**src/rtl/uart_rx_if.sv**
```systemverilog
`default_nettype none
// ============================================================================
// Module   : uart_rx_if -- receiver-to-RX-FIFO byte handoff and status
// Revision : 1.0
// ============================================================================
interface uart_rx_if;
  logic       fifo_full;
  logic [7:0] data_out;
  logic       data_valid;
  logic       frame_err;
  logic       overrun;
  logic       busy;

  modport master (
    input  fifo_full,
    output data_out, data_valid, frame_err, overrun, busy
  );

  modport slave (
    output fifo_full,
    input  data_out, data_valid, frame_err, overrun, busy
  );
endinterface
`default_nettype wire

```
**src/rtl/uart_rx.sv**
```systemverilog
`default_nettype none
// ============================================================================
// Module   : uart_rx -- 16x oversampled 8N1 receiver feeding the RX FIFO
// Revision : 1.0
// ============================================================================
module uart_rx #(
  parameter int SYNC_STAGES = 2
) (
  input  logic       clk,
  input  logic       reset,
  input  logic       rx_bit,
  input  logic [7:0] freq_div,
  uart_rx_if.master  rx_if
);

  typedef enum logic [2:0] {
    S_IDLE  = 3'd0,
    S_START = 3'd1,
    S_DATA  = 3'd2,
    S_STOP  = 3'd3,
    S_BREAK = 3'd4
  } state_t;

  localparam logic [3:0] c_SAMPLE_A = 4'd7;
  localparam logic [3:0] c_SAMPLE_B = 4'd8;
  localparam logic [3:0] c_DECIDE   = 4'd9;
  localparam logic [3:0] c_LAST     = 4'd15;

  logic [SYNC_STAGES-1:0] r_sync;
  logic [7:0]             r_div_cnt;
  logic [3:0]             r_sample_cnt;
  logic [2:0]             r_bit_cnt;
  logic [7:0]             r_shift;
  logic                   r_s7;
  logic                   r_s8;
  state_t                 r_state;

  logic [7:0] r_data_out;
  logic       r_data_valid;
  logic       r_frame_err;
  logic       r_overrun;
  logic       r_busy;

  logic       w_rxs;
  logic       w_tick;
  logic       w_vote;
  logic       w_mid;
  logic       w_last;
  state_t     w_state_next;
  logic [3:0] w_sample_next;
  logic [2:0] w_bit_next;
  logic [7:0] w_shift_next;
  logic [7:0] w_data_next;
  logic       w_valid_next;
  logic       w_ferr_next;
  logic       w_ovr_next;

  assign w_rxs  = r_sync[SYNC_STAGES-1];
  // >= rather than == so a lowered freq_div never forces a 256-count wrap
  assign w_tick = (r_div_cnt >= freq_div);
  assign w_mid  = (r_sample_cnt == c_DECIDE);
  assign w_last = (r_sample_cnt == c_LAST);
  assign w_vote = (r_s7 & r_s8) | (r_s7 & w_rxs) | (r_s8 & w_rxs);

  always_ff @(posedge clk) begin
    if (reset) begin
      r_sync    <= '1;
      r_div_cnt <= 8'd0;
      r_s7      <= 1'b0;
      r_s8      <= 1'b0;
    end else begin
      r_sync    <= {r_sync[SYNC_STAGES-2:0], rx_bit};
      r_div_cnt <= w_tick ? 8'd0 : r_div_cnt + 8'd1;
      if (w_tick && r_sample_cnt == c_SAMPLE_A) r_s7 <= w_rxs;
      if (w_tick && r_sample_cnt == c_SAMPLE_B) r_s8 <= w_rxs;
    end
  end

  always_ff @(posedge clk) begin
    if (reset) begin
      r_state      <= S_IDLE;
      r_sample_cnt <= 4'd0;
      r_bit_cnt    <= 3'd0;
      r_shift      <= 8'h00;
      r_data_out   <= 8'h00;
      r_data_valid <= 1'b0;
      r_frame_err  <= 1'b0;
      r_overrun    <= 1'b0;
      r_busy       <= 1'b0;
    end else begin
      r_state      <= w_state_next;
      r_sample_cnt <= w_sample_next;
      r_bit_cnt    <= w_bit_next;
      r_shift      <= w_shift_next;
      r_data_out   <= w_data_next;
      r_data_valid <= w_valid_next;
      r_frame_err  <= w_ferr_next;
      r_overrun    <= w_ovr_next;
      r_busy       <= (w_state_next != S_IDLE);
    end
  end

  always_comb begin
    w_state_next  = r_state;
    w_sample_next = r_sample_cnt;
    w_bit_next    = r_bit_cnt;
    w_shift_next  = r_shift;
    w_data_next   = r_data_out;
    w_valid_next  = 1'b0;
    w_ferr_next   = 1'b0;
    w_ovr_next    = 1'b0;
    if (w_tick) begin
      w_sample_next = r_sample_cnt + 4'd1;
      case (r_state)
        S_IDLE: begin
          w_sample_next = 4'd0;
          // The detection tick is sample 0, so the next tick is sample 1
          if (!w_rxs) begin
            w_state_next  = S_START;
            w_sample_next = 4'd1;
          end
        end
        S_START: begin
          if (w_mid && w_vote) begin
            w_state_next  = S_IDLE;
            w_sample_next = 4'd0;
          end else if (w_last) begin
            w_state_next = S_DATA;
            w_bit_next   = 3'd0;
          end
        end
        S_DATA: begin
          if (w_mid) w_shift_next[r_bit_cnt] = w_vote;
          if (w_last) begin
            if (r_bit_cnt == 3'd7) w_state_next = S_STOP;
            else                   w_bit_next   = r_bit_cnt + 3'd1;
          end
        end
        S_STOP: begin
          // Deciding at mid-stop leaves half a bit to catch a back-to-back start edge
          if (w_mid) begin
            w_sample_next = 4'd0;
            if (!w_vote) begin
              w_state_next = S_BREAK;
              w_ferr_next  = 1'b1;
            end else begin
              w_state_next = S_IDLE;
              if (rx_if.fifo_full) begin
                w_ovr_next = 1'b1;
              end else begin
                w_valid_next = 1'b1;
                w_data_next  = r_shift;
              end
            end
          end
        end
        S_BREAK: begin
          w_sample_next = 4'd0;
          if (w_rxs) w_state_next = S_IDLE;
        end
        default: begin
          w_state_next  = S_IDLE;
          w_sample_next = 4'd0;
        end
      endcase
    end
  end

  assign rx_if.data_out   = r_data_out;
  assign rx_if.data_valid = r_data_valid;
  assign rx_if.frame_err  = r_frame_err;
  assign rx_if.overrun    = r_overrun;
  assign rx_if.busy       = r_busy;

endmodule
`default_nettype wire
```
**src/flat_wrapper.sv**
```systemverilog
// flat-port wrapper written by rule: the top's interface ports become plain ports
module uart_rx_flat 
#(
  parameter int SYNC_STAGES = 2
)
  (clk, reset, rx_bit, freq_div, rx_if_fifo_full, rx_if_data_out, rx_if_data_valid, rx_if_frame_err, rx_if_overrun, rx_if_busy);
  uart_rx_if rx_if_i ();
  input  logic clk;
  input  logic reset;
  input  logic rx_bit;
  input  logic [7:0] freq_div;
  input wire logic [$bits(rx_if_i.fifo_full)-1:0] rx_if_fifo_full;
  output wire logic [$bits(rx_if_i.data_out)-1:0] rx_if_data_out;
  output wire logic [$bits(rx_if_i.data_valid)-1:0] rx_if_data_valid;
  output wire logic [$bits(rx_if_i.frame_err)-1:0] rx_if_frame_err;
  output wire logic [$bits(rx_if_i.overrun)-1:0] rx_if_overrun;
  output wire logic [$bits(rx_if_i.busy)-1:0] rx_if_busy;
  assign rx_if_i.fifo_full = rx_if_fifo_full;
  assign rx_if_data_out = rx_if_i.data_out;
  assign rx_if_data_valid = rx_if_i.data_valid;
  assign rx_if_frame_err = rx_if_i.frame_err;
  assign rx_if_overrun = rx_if_i.overrun;
  assign rx_if_busy = rx_if_i.busy;
  uart_rx #(.SYNC_STAGES(SYNC_STAGES)) u_core (.clk(clk), .reset(reset), .rx_bit(rx_bit), .freq_div(freq_div), .rx_if(rx_if_i));
endmodule
```
**config.mk**
```make
export PLATFORM = sky130hd
export DESIGN_NAME = uart_rx_flat
export DESIGN_NICKNAME = d
export VERILOG_FILES = /design/src/rtl/uart_rx_if.sv /design/src/rtl/uart_rx.sv /design/src/flat_wrapper.sv
export SDC_FILE = /design/constraint.sdc
export NUM_CORES = 1
export LEC_CHECK = 0
export ABC_AREA = 0
export CAP_MARGIN = 10
export CELL_PAD_IN_SITES_DETAIL_PLACEMENT = 1
export CELL_PAD_IN_SITES_GLOBAL_PLACEMENT = 1
export CORE_ASPECT_RATIO = 0.8
export CORE_MARGIN = 3
export CORE_UTILIZATION = 38
export DETAILED_ROUTE_END_ITERATION = 7
export GPL_TIMING_DRIVEN = 1
export PLACE_DENSITY = 0.86
export SLEW_MARGIN = 20
export SYNTH_ARGS = -nofsm -noshare
export SYNTH_HDL_FRONTEND = slang
export SYNTH_SLANG_ARGS = --single-unit
```
**constraint.sdc**
```tcl
create_clock -name clk -period 2 [get_ports clk]
set_input_delay 0.5 -clock clk [delete_from_list [all_inputs] [get_ports clk]]
set_output_delay 0.5 -clock clk [all_outputs]
set_load 0.02 [all_outputs]
```
==> metrics.log, run 1 <==
[metrics] slowest library cell on the worst path: a2111oi_4
[metrics] core outline area: 5209 um^2
[metrics] GRT Resource Usage Total: 0.2221
[metrics] crit end category: register
[metrics] maximum VDD drop: approximately 280 uV
[metrics] setup repair after global routing missed its margin: yes
[metrics] Syn-to-layout area delta: 37.29%
[metrics] number of top-level design ports: 24
[metrics] DIE AREA: ~6500 um^2
[metrics] cell at the root of the clock tree: clkbuf_8
[metrics] Pwr per Cell Area: between 600 and 700 nW/um^2
[metrics] post-synth design cell area: 2127 um^2
[metrics] post-route antenna net violation count: 0
[metrics] Buffers on Ports: 23
[metrics] peak fanout along the critical path: 5
[metrics] Worst Hold Slack: 414.6 ps
[metrics] Clk pin slew, worst setup/hold paths: 90 ps
[metrics] Overall Power: 1833 uW
[metrics] Primary FF master, synth: dfxtp_1
[metrics] vias in the first global route: 2169
[metrics] initial standard-cell utilization of the core: 0.4084
[metrics] status: complete, no violations
[metrics] Hold/Removal Path Class: register to register
[metrics] Net Count, Synth: between 200 and 300
[metrics] leading cell type by number of instances after synthesis: dfxtp_1
[metrics] launching element type of the critical path: primary input
[metrics] total detailed-routing wirelength: 7.068 mm
[metrics] cell-by-cell trace of the critical path: dlygate4sd2_1, inv_2, ha_4, a2111oi_4, o31a_1, buf_6, buf_6, nor3_4, mux2_4
[metrics] critical path's largest stage delay: 380 ps
[metrics] # hold bufs at CTS: 0
[metrics] most used cell, CP: buf_6
[metrics] Iter 0 DRT Violations: 135
[metrics] Yosys warning total: 0
[metrics] number of buffers created by CTS: 5
[metrics] final setup vio count: 0
[metrics] layout cells sized above 1: 0.2800
[metrics] FF+latch count, synth: 42
[metrics] fraction of the cycle the final worst path needs: 0.9997
[metrics] Least-Margin Pin Slew: 383.9 ps
[metrics] largest buffer count on any clock path: 2
[metrics] Residual DRC: 0
[metrics] clock sink total: 42
[metrics] placer's final routability congestion estimate: 0.8570
[metrics] Core Rows: 23
[metrics] largest cells by area after synthesis: dfxtp_1 40%, ha_1 8.2%, a21oi_1 5.9%
[metrics] Sum Neg Setup Slack: 0 ps
[metrics] fmax: 500.2 MHz
[metrics] Netlist cell types: 48
[metrics] Worst slew margin: 0.7441
[metrics] post-detailed-route via-to-cell ratio: around 5.6
[metrics] Crit path arrival time: around 2200 ps
[metrics] Async S/R FF share, synth: 0
[metrics] total via count in the routed design: 2091
[metrics] post-layout utilization of the core: 0.5607
[metrics] clock latency at the later pin of the worst-skew pair: 300 ps
[metrics] Max-Cap Viols: 0
[metrics] Chip Width: between 80 and 90 um
[metrics] grt total ovfl: 0
[metrics] mean instance size in the synthesized netlist: ~8.4 um^2
[metrics] final-report hold violation count: 0
[metrics] final period demand of the worst path: 1999 ps
[metrics] sequential area share after synthesis: 0.3953
[metrics] pin count of the biggest net entering global routing: 24
[metrics] Routed WL per cell: 18.85 um
[metrics] leading cell types by count after synthesis: 42 x dfxtp_1, 25 x a21oi_1, 20 x nand3_1, 20 x nor2_1, 18 x o21ai_0
[metrics] proportion of netlist area held by the largest area contributor: 0.3953
[metrics] depth of the CTS H-tree: 2
[metrics] die span in y: around 73 um
[metrics] first-pass GRT wire length: 11.08 mm
[metrics] dpl hpwl: 4.296 mm
[metrics] number of synthesized flops with an enable pin: 0
[metrics] initial antenna violation count: 0
[metrics] Antenna diodes: 0
[metrics] reported leakage power: between 0.001 and 0.0015 uW
[metrics] Cells after Synth: 254
[metrics] TritonRoute pass-1 iters: 4
[metrics] max-slew violation total from the final report: 0
[metrics] data required time of the worst path: around 2200 ps
[metrics] Crit Path Category: primary input to register
[metrics] cell taking the most area after synthesis: dfxtp_1
[metrics] largest clock skew in the final design: 14.20 ps
[metrics] TritonCTS clock tree: built
[metrics] final layout net count: 325
where the power goes:
part	internal (uW)	switching, uW	total (uW)	leakage, uW
sequential	844	9.00	853	0.000341
combinational	82.6	79.6	162	0.000642
clock	500	317	818	0.0000683
final timing paths:
check                                    startpoint              endpoint  slack [ps]  cells past startpoint
worst min register to register     u_core.r_sync[0]      u_core.r_sync[1]         410                      1
worst max register to register  u_core.r_div_cnt[4]  u_core.rx_if.overrun          30                      6
worst max-delay path                    freq_div[1]   u_core.r_bit_cnt[0]         0.7                      9
worst min-delay path               u_core.r_sync[0]      u_core.r_sync[1]         410                      1
final cells by class:
cell class / instances / area, um^2
Clock buffer: 5 / 68.82
Clock inverter: 3 / 68.82
Fill cell: 608 / 2288
Inverter: 12 / 55.05
Multi-Input combinational cell: 186 / 1345
Sequential cell: 42 / 845.8
Tap cell: 75 / 93.84
Timing Repair Buffer: 52 / 442.9
critical path, delay by kind of cell:
family          cells  cell delay (ps)
mux                 1              260
fa+ha+maj           1              210
buf+inv             4              570
simple gates        1               40
compound gates      2              600
metal layers:
layer	vias to the layer above	routed length, um	global-route usage
li1	999	-	-
met1	1037	3140	0.2982
met2	44	3527	0.3604
met3	11	291	0.03837
met4	0	108	0.07273
met5	-	0	0
kinds of logic after synthesis:
family / synth area share
adders and majority gates: 0.08765
muxes: 0.005294
and+or+nand+nor: 0.2571
DFF: 0.3953
AOI/OAI and AO/OA: 0.1794
xor gates and xnor gates: 0.02471
buffers and inverters: 0.05058
sequential cells by signal, summed over array words and instances (netlist names), 2 cells and up:
| name | flops |
|---|---|
| u_core.r_bit_cnt | 3 |
| u_core.r_div_cnt | 8 |
| u_core.r_sample_cnt | 4 |
| u_core.r_shift | 8 |
| u_core.r_state | 3 |
| u_core.r_sync | 2 |
| u_core.rx_if.data_out | 8 |
metrics by stage:
step | std cells | worst slack (ps) | area (um^2)
floorplan | 254 | -21.64 | 2216
global placement | 363 | -640.9 | 2661
global route | 375 | -43.92 | 2920
detailed placement | 363 | -678.5 | 2661
finish | 375 | 0.6739 | 2920
CTS | 374 | 6.543 | 2894
layout by cell type (no fill, tap or decap), types with 7 or more instances in the layout:
master,synthesis,layout
nand4_1,8,8
ha_1,14,7
a21oi_1,25,24
nand3_1,20,20
nand2_1,16,16
clkdlybuf4s50_1,0,15
o21ai_0,18,17
dfxtp_1,42,38
buf_6,0,7
nor3_1,8,7
ha_4,0,7
buf_4,2,21
nor2_1,20,18
repair_timing:
action | CTS | global route
gates resized for setup | 30 | 22
pin swaps | 10 | 11
buffers inserted | 3 | 1
endpoints found under the setup margin | 40 | 39
gates cloned | 0 | 1
endpoints found under the hold margin | 0 | 0
Power figures use the tool's default switching activity.
==> run 2: changes to the inputs <==
==> constraint.sdc (replaced) <==
create_clock -name clk -period 1.65 [get_ports clk]
set_input_delay 0.4125 -clock clk [delete_from_list [all_inputs] [get_ports clk]]
set_output_delay 0.4125 -clock clk [all_outputs]
set_load 0.02 [all_outputs]
==> run 2 against run 1 <==
Effect of this change:
- highest routed layer unchanged
- the flow now finishes with violations (negative setup slack)
- sequential power grew 22%
- clock power grew 8.4%
- combinational power grew 67%
==> metrics.log, run 2 (synthesis gave the netlist of run 1 again) <==
[metrics] fraction of the cycle the final worst path needs: 1.354
[metrics] portion of total power attributed to the clock network: 0.404 (-0.042)
[metrics] Max-Cap Viols: 0 (unchanged)
[metrics] clock sink total: 42 (unchanged)
[metrics] Antenna diodes: 0 (unchanged)
[metrics] pin count of the biggest net entering global routing: 21 (-13%)
[metrics] number of top-level design ports: 24 (unchanged)
[metrics] TritonRoute pass-1 iters: 5 (+1)
[metrics] placer's final routability congestion estimate: 0.8436 (-1.6%)
[metrics] post-route antenna net violation count: 0 (unchanged)
[metrics] dpl hpwl: 4.794 mm (+12%)
[metrics] initial standard-cell utilization of the core: 0.4084 (unchanged)
[metrics] Hold/Removal Path Class: register to register
[metrics] Chip Width: 89.65 um (unchanged)
[metrics] top library cells by usage in the layout, fill and taps aside: 48 x buf_4, 37 x dfxtp_1, 14 x nand2_1, 14 x a21oi_2, 14 x dlygate4sd2_1
[metrics] switching power summed over all nets: 598.8 uW (+48%)
[metrics] total via count in the routed design: 2707 (+29%)
[metrics] reported leakage power: 0.001410 uW (+34%)
[metrics] Clk pin slew, worst setup/hold paths: 110 ps (+20 ps)
[metrics] Iter 0 DRT Violations: 383 (+180%)
[metrics] GRT Resource Usage Total: 0.3350 (+0.1128)
[metrics] final setup vio count: 40 (+40)
[metrics] max-slew violation total from the final report: 0 (unchanged)
[metrics] DIE AREA: 6537 um^2 (unchanged)
[metrics] most common library cell in the layout ignoring fill and taps: buf_4
[metrics] post-layout utilization of the core: 0.6952 (+0.1345)
[metrics] Setup WS pre-CTS: -1005 ps (-326.6 ps)
[metrics] total detailed-routing wirelength: 12.86 mm (+82%)
[metrics] cell internal pwr: 1594 uW (+12%)
[metrics] data required time of the worst path: 1860 ps (-340 ps)
[metrics] first-pass GRT wire length: 15.68 mm (+41%)
[metrics] met2 routed wirelength: 5.602 mm (+59%)
[metrics] Crit Path Category: register to register
[metrics] final-report hold violation count: 0 (unchanged)
[metrics] peak fanout along the critical path: 5 (unchanged)
[metrics] grt total ovfl: 0 (unchanged)
[metrics] number of buffers created by CTS: 5 (unchanged)
[metrics] core outline area: 5209 um^2 (unchanged)
[metrics] crit end category: register
[metrics] violated checks: negative setup slack
[metrics] part of the power in registers: 0.472 (+0.007)
[metrics] Syn-to-layout area delta: 70.24%
[metrics] final period demand of the worst path: about 2200 ps
[metrics] post-layout worst setup margin: -584.0 ps (-584.7 ps)
[metrics] largest buffer count on any clock path: 2 (unchanged)
[metrics] Worst Hold Slack: 430.7 ps (+16.13 ps)
[metrics] setup repair after global routing missed its margin: yes
[metrics] depth of the CTS H-tree: 2 (unchanged)
[metrics] largest clock skew in the final design: 25.52 ps (+11.32 ps)
[metrics] Pwr per Cell Area: 605.6 nW/um^2 (-3.5%)
[metrics] maximum VDD drop: 1178 uV (+320%)
[metrics] Sw Ratio: 0.2731 (+0.05176)
[metrics] final layout net count: 360 (+11%)
[metrics] wire length on met3: 1.320 mm (+350%)
[metrics] Core Rows: 23 (unchanged)
[metrics] highest metal layer with signal wires: met4
[metrics] Residual DRC: 0 (unchanged)
[metrics] layout cells sized above 1: 0.5134 (+0.2334)
[metrics] launching element type of the critical path: register
[metrics] routed length on met1: 4.953 mm (+58%)
[metrics] clock latency at the later pin of the worst-skew pair: 330 ps (+30 ps)
[metrics] Least-Margin Pin Slew: 543.9 ps (+160.1 ps)
[metrics] Overall Power: 2193 uW (+20%)
[metrics] cell at the root of the clock tree: clkbuf_8
[metrics] vias in the first global route: 2703 (+25%)
[metrics] TritonCTS clock tree: built
[metrics] fmax: 447.6 MHz
[metrics] Crit path arrival time: 2450 ps (+250 ps)
[metrics] status: finished, violations left
[metrics] power share of the combinational group: 0.123 (+0.035)
[metrics] die span in y: 72.92 um (unchanged)
[metrics] Worst slew margin: 0.6336 (-0.1105)
[metrics] post-detailed-route via-to-cell ratio: 6.602 (+18%)
[metrics] initial antenna violation count: 0 (unchanged)
[metrics] Routed WL per cell: 31.38 um (+66%)
[metrics] Buffers on Ports: 23 (unchanged)
[run 2: changes by cell type in the layout (fill, tap and decap cells not counted), moves of 7 or more]
cell / change
o21ai_2: +9
a21oi_1: -13
clkdlybuf4s50_1: -12
nand3_1: -8
o21ai_0: -15
nor2_2: +7
a21oi_2: +13
nor2_1: -11
dlygate4sd2_1: +13
buf_4: +27
[run 2: through the flow]
stage / std cells / area (um^2) / setup TNS, ps
floorplan: 254 / 2251 / -4701
global placement: 385 / 2858 / -35160
detailed placement: 385 / 2858 / -36740
CTS: 405 / 3238 / -11120
global route: 410 / 3621 / -19030
finish: 410 / 3621 / -17620
[run 2: worst paths after layout]
kind | startpoint | slack [ps] | depth (start not counted) | end
worst min register to register | u_core.r_sync[0] | 430 | 1 | u_core.r_sync[1]
worst max-delay path | u_core.r_div_cnt[0] | -580 | 9 | u_core.r_state[0]
worst min-delay path | u_core.r_sync[0] | 430 | 1 | u_core.r_sync[1]
worst max register to register | u_core.r_div_cnt[0] | -580 | 9 | u_core.r_state[0]
[run 2: power by group through the flow]
stage / clock, uW / combinational [uW] / sequential [uW]
detailed placement: 0 / 188 / 1060
finish: 887 / 271 / 1040
floorplan: 0 / 102 / 1060
global route: 924 / 280 / 1040
global placement: 0 / 178 / 1050
CTS: 847 / 204 / 1030
[run 2: layout make-up]
type,count,area (um^2)
multi-input combinational,186,1662
fill,551,1588
sequential,42,849.6
timing repair buffer,87,847.1
tap,75,93.84
clock buffer,5,68.82
inverter,12,60.06
clock inverter,3,40.04
[run 2: repair_timing]
action	in CTS	in global routing
hold buffers	0	0
resized for setup	75	72
setup endpoints to repair	49	43
gates cloned	2	3
buffers inserted	11	2
pin swaps	17	27
[run 2: metal layers]
| layer | track usage | vias up |
|---|---|---|
| li1 | - | 1077 |
| met1 | 0.3679 | 1296 |
| met2 | 0.5479 | 252 |
| met3 | 0.09707 | 82 |
| met4 | 0.2380 | 0 |
| met5 | 0 | - |
[run 2: critical path: stages, from the launching register on]
cell and delay (ps):
dfxtp_2 360, inv_2 50, ha_4 200, nand2b_4 140, a2111oi_4 340, o31a_1 340, buf_6 200, buf_12 130
nor3_2 70, nor3_2 280
==> run 3: changes to the inputs <==
--- a/config.mk
+++ b/config.mk
@@ -15,7 +15,6 @@
 export DETAILED_ROUTE_END_ITERATION = 7
 export GPL_TIMING_DRIVEN = 1
 export PLACE_DENSITY = 0.86
-export SLEW_MARGIN = 20
 export SYNTH_ARGS = -nofsm -noshare
 export SYNTH_HDL_FRONTEND = slang
 export SYNTH_SLANG_ARGS = --single-unit
==> constraint.sdc (replaced) <==
create_clock -name clk -period 1.95 [get_ports clk]
set_input_delay 0.4875 -clock clk [delete_from_list [all_inputs] [get_ports clk]]
set_output_delay 0.4875 -clock clk [all_outputs]
set_load 0.02 [all_outputs]
==> run 3 against run 2 <==
Effect of this change:
- the flow still finishes with violations (negative setup slack)
- critical path depth shrank 2
- clock skew shrank 16 ps
- clock-buffer cell count grew 1
- global-route usage shrank 11 points
- sequential share of layout area grew 5.1 points
- non-clock buffer count shrank 31
- via count shrank 23%
- critical endpoint is now u_core.r_shift[2]
- highest routed layer unchanged
==> metrics.log, run 3 (synthesis gave the netlist of run 1 again) <==
[metrics] status: finished, violations left
[metrics] violated checks: negative setup slack
[metrics] Pwr per Cell Area: 592.6 nW/um^2 (-2.1%)
[metrics] Chip Width: 89.65 um (unchanged)
[metrics] core outline area: 5209 um^2 (unchanged)
[metrics] Syn-to-layout area delta: 39.53%
[metrics] clock latency at the later pin of the worst-skew pair: 300 ps (-30 ps)
[metrics] maximum VDD drop: 461.9 uV (-61%)
[metrics] placer's final routability congestion estimate: 0.8584 (+1.8%)
[metrics] TritonCTS clock tree: built
[metrics] area of combinational cells with multiple inputs: 1386 um^2 (-17%)
[metrics] initial standard-cell utilization of the core: 0.4084 (unchanged)
[metrics] Worst Hold Slack: 428.1 ps (-2.609 ps)
[metrics] Hold Path Sink: u_core.r_sync[1]
[metrics] clock sink total: 42 (unchanged)
[metrics] endpoint of the worst register-to-register path: u_core.r_shift[2]
[metrics] fraction of the cycle the final worst path needs: 1.005 (-0.3487)
[metrics] post-route antenna net violation count: 0 (unchanged)
[metrics] Crit path arrival time: 2180 ps (-270 ps)
[metrics] fmax: 510.1 MHz (+14%)
[metrics] number of buffers created by CTS: 5 (unchanged)
[metrics] final-report hold violation count: 0 (unchanged)
[metrics] data required time of the worst path: 2170 ps (+310 ps)
[metrics] die span in y: 72.92 um (unchanged)
[metrics] grt total ovfl: 0 (unchanged)
[metrics] Least-Margin Pin Slew: 438.3 ps (-105.7 ps)
[metrics] setup repair after global routing missed its margin: yes
[metrics] dpl hpwl: 4.844 mm (+1.0%)
[metrics] Crit Path Category: register to register
[metrics] post-detailed-route via-to-cell ratio: 5.516 (-16%)
[metrics] final setup vio count: 2 (-95%)
[metrics] pin count of the biggest net entering global routing: 23 (+9.5%)
[metrics] max-slew violation total from the final report: 0 (unchanged)
[metrics] first-pass GRT wire length: 11.18 mm (-29%)
[metrics] worst reg2reg path startpoint: u_core.r_div_cnt[5]
[metrics] Core Rows: 23 (unchanged)
[metrics] Iter 0 DRT Violations: 153 (-60%)
[metrics] worst min-delay path startpoint: u_core.r_sync[0]
[metrics] Routed WL per cell: 18.13 um (-42%)
[metrics] initial antenna violation count: 0 (unchanged)
[metrics] Hold/Removal Path Class: register to register
[metrics] crit end category: register
[metrics] GRT Resource Usage Total: 0.2265 (-0.1084)
[metrics] Buffers on Ports: 23 (unchanged)
[metrics] layout cells sized above 1: 0.3168 (-0.1966)
[metrics] most common library cell in the layout ignoring fill and taps: dfxtp_1
[metrics] reg2reg setup slack: -10 ps (+570 ps)
[metrics] Sum Neg Setup Slack: -20.36 ps (+17600 ps)
[metrics] Antenna diodes: 0 (unchanged)
[metrics] reported leakage power: 0.001102 uW (-22%)
[metrics] Max-Cap Viols: 0 (unchanged)
[metrics] launching element type of the critical path: register
[metrics] total detailed-routing wirelength: 6.853 mm (-47%)
[metrics] Reg area: 848.3 um^2 (-0.15%)
[metrics] largest buffer count on any clock path: 2 (unchanged)
[metrics] depth of the CTS H-tree: 2 (unchanged)
[metrics] final layout net count: 329 (-8.6%)
[metrics] peak fanout along the critical path: 20 (+15)
[metrics] Hold Path Stages: 1 (unchanged)
[metrics] R2R cell count: 7 (-2)
[metrics] top library cells by usage in the layout, fill and taps aside: 38 x dfxtp_1, 28 x buf_4, 22 x a21oi_1, 20 x nand3_1, 16 x nor2_1
[metrics] DIE AREA: 6537 um^2 (unchanged)
[metrics] number of fill cells in the layout: 590 (+7.1%)
[metrics] number of top-level design ports: 24 (unchanged)
[metrics] Residual DRC: 0 (unchanged)
[metrics] post-layout worst setup margin: -10.24 ps (+573.7 ps)
[metrics] final period demand of the worst path: 1960 ps (-273.7 ps)
[metrics] vias in the first global route: 2247 (-17%)
[metrics] TritonRoute pass-1 iters: 4 (-1)
[metrics] cell at the root of the clock tree: clkbuf_8
[metrics] total via count in the routed design: 2085 (-23%)
[metrics] largest clock skew in the final design: 9.199 ps (-16.33 ps)
[metrics] Worst slew margin: 0.7078 (+0.07428)
[metrics] Clk pin slew, worst setup/hold paths: 80 ps (-30 ps)
## run 3: repair_timing
item | CTS | global route
setup buffers | 2 | 0
pin swaps | 15 | 5
resized for setup | 70 | 14
endpoints found under the hold margin | 0 | 0
cloned | 0 | 1
hold buffers | 0 | 0
setup endpoints to repair | 40 | 40
## run 3: where the power goes
group	internal [uW]	switching, uW
Clock	410	309
Combinational	84.1	83.6
Sequential	864	7.11
Total	1360	400
## run 3: routing by layer
| metal | part of all wire | routed length [um] | vias to the layer above | GRT usage |
|---|---|---|---|---|
| li1 | - | - | 1006 | - |
| met1 | 0.44 | 2996 | 1027 | 0.2837 |
| met2 | 0.51 | 3509 | 43 | 0.3888 |
| met3 | 0.037 | 252 | 9 | 0.04063 |
| met4 | 0.014 | 94 | 0 | 0.07769 |
| met5 | 0 | 0 | - | 0 |
## run 3: per-stage QoR
| stage | setup WS, ps | total power [uW] | instances | utilization | cell area, um^2 |
|---|---|---|---|---|---|
| after CTS | -87.14 | 1762 | 377 | 0.5583 | 2908 |
| after global placement | -734.8 | 1040 | 368 | 0.5191 | 2704 |
| after detailed placement | -829.9 | 1047 | 368 | 0.5191 | 2704 |
| after global routing | -93.68 | 1825 | 378 | 0.5698 | 2968 |
| final | -10.24 | 1759 | 378 | 0.5698 | 2968 |
| after floorplan | -59.14 | 973.5 | 254 | - | 2221 |
## run 3: layout make-up
type                       instances  area share
clock buffer                       6     0.02782
inverter                          12     0.02024
multi-input combinational        186      0.4671
tap                               75     0.03162
clock inverter                     1     0.01012
timing repair buffer              56      0.1573
sequential                        42      0.2858
## run 3: how the worst max path moves through the flow
stage / start / end / cells after the start
global placement: freq_div[3] / u_core.r_bit_cnt[0] / 9
floorplan: freq_div[1] / u_core.r_bit_cnt[0] / 7
CTS: u_core.r_div_cnt[0] / u_core.r_bit_cnt[0] / 8
global route: u_core.r_div_cnt[5] / u_core.r_shift[2] / 7
detailed placement: freq_div[3] / u_core.r_shift[2] / 10
finish: u_core.r_div_cnt[5] / u_core.r_shift[2] / 7
## run 3: worst max-delay path, stage by stage, from the launching register on
cell	delay [ps]
dfxtp_2	350
ha_4	260
nand4_1	180
buf_4	200
o31ai_4	310
buf_6	240
nand4_1	130
a21oi_1	210
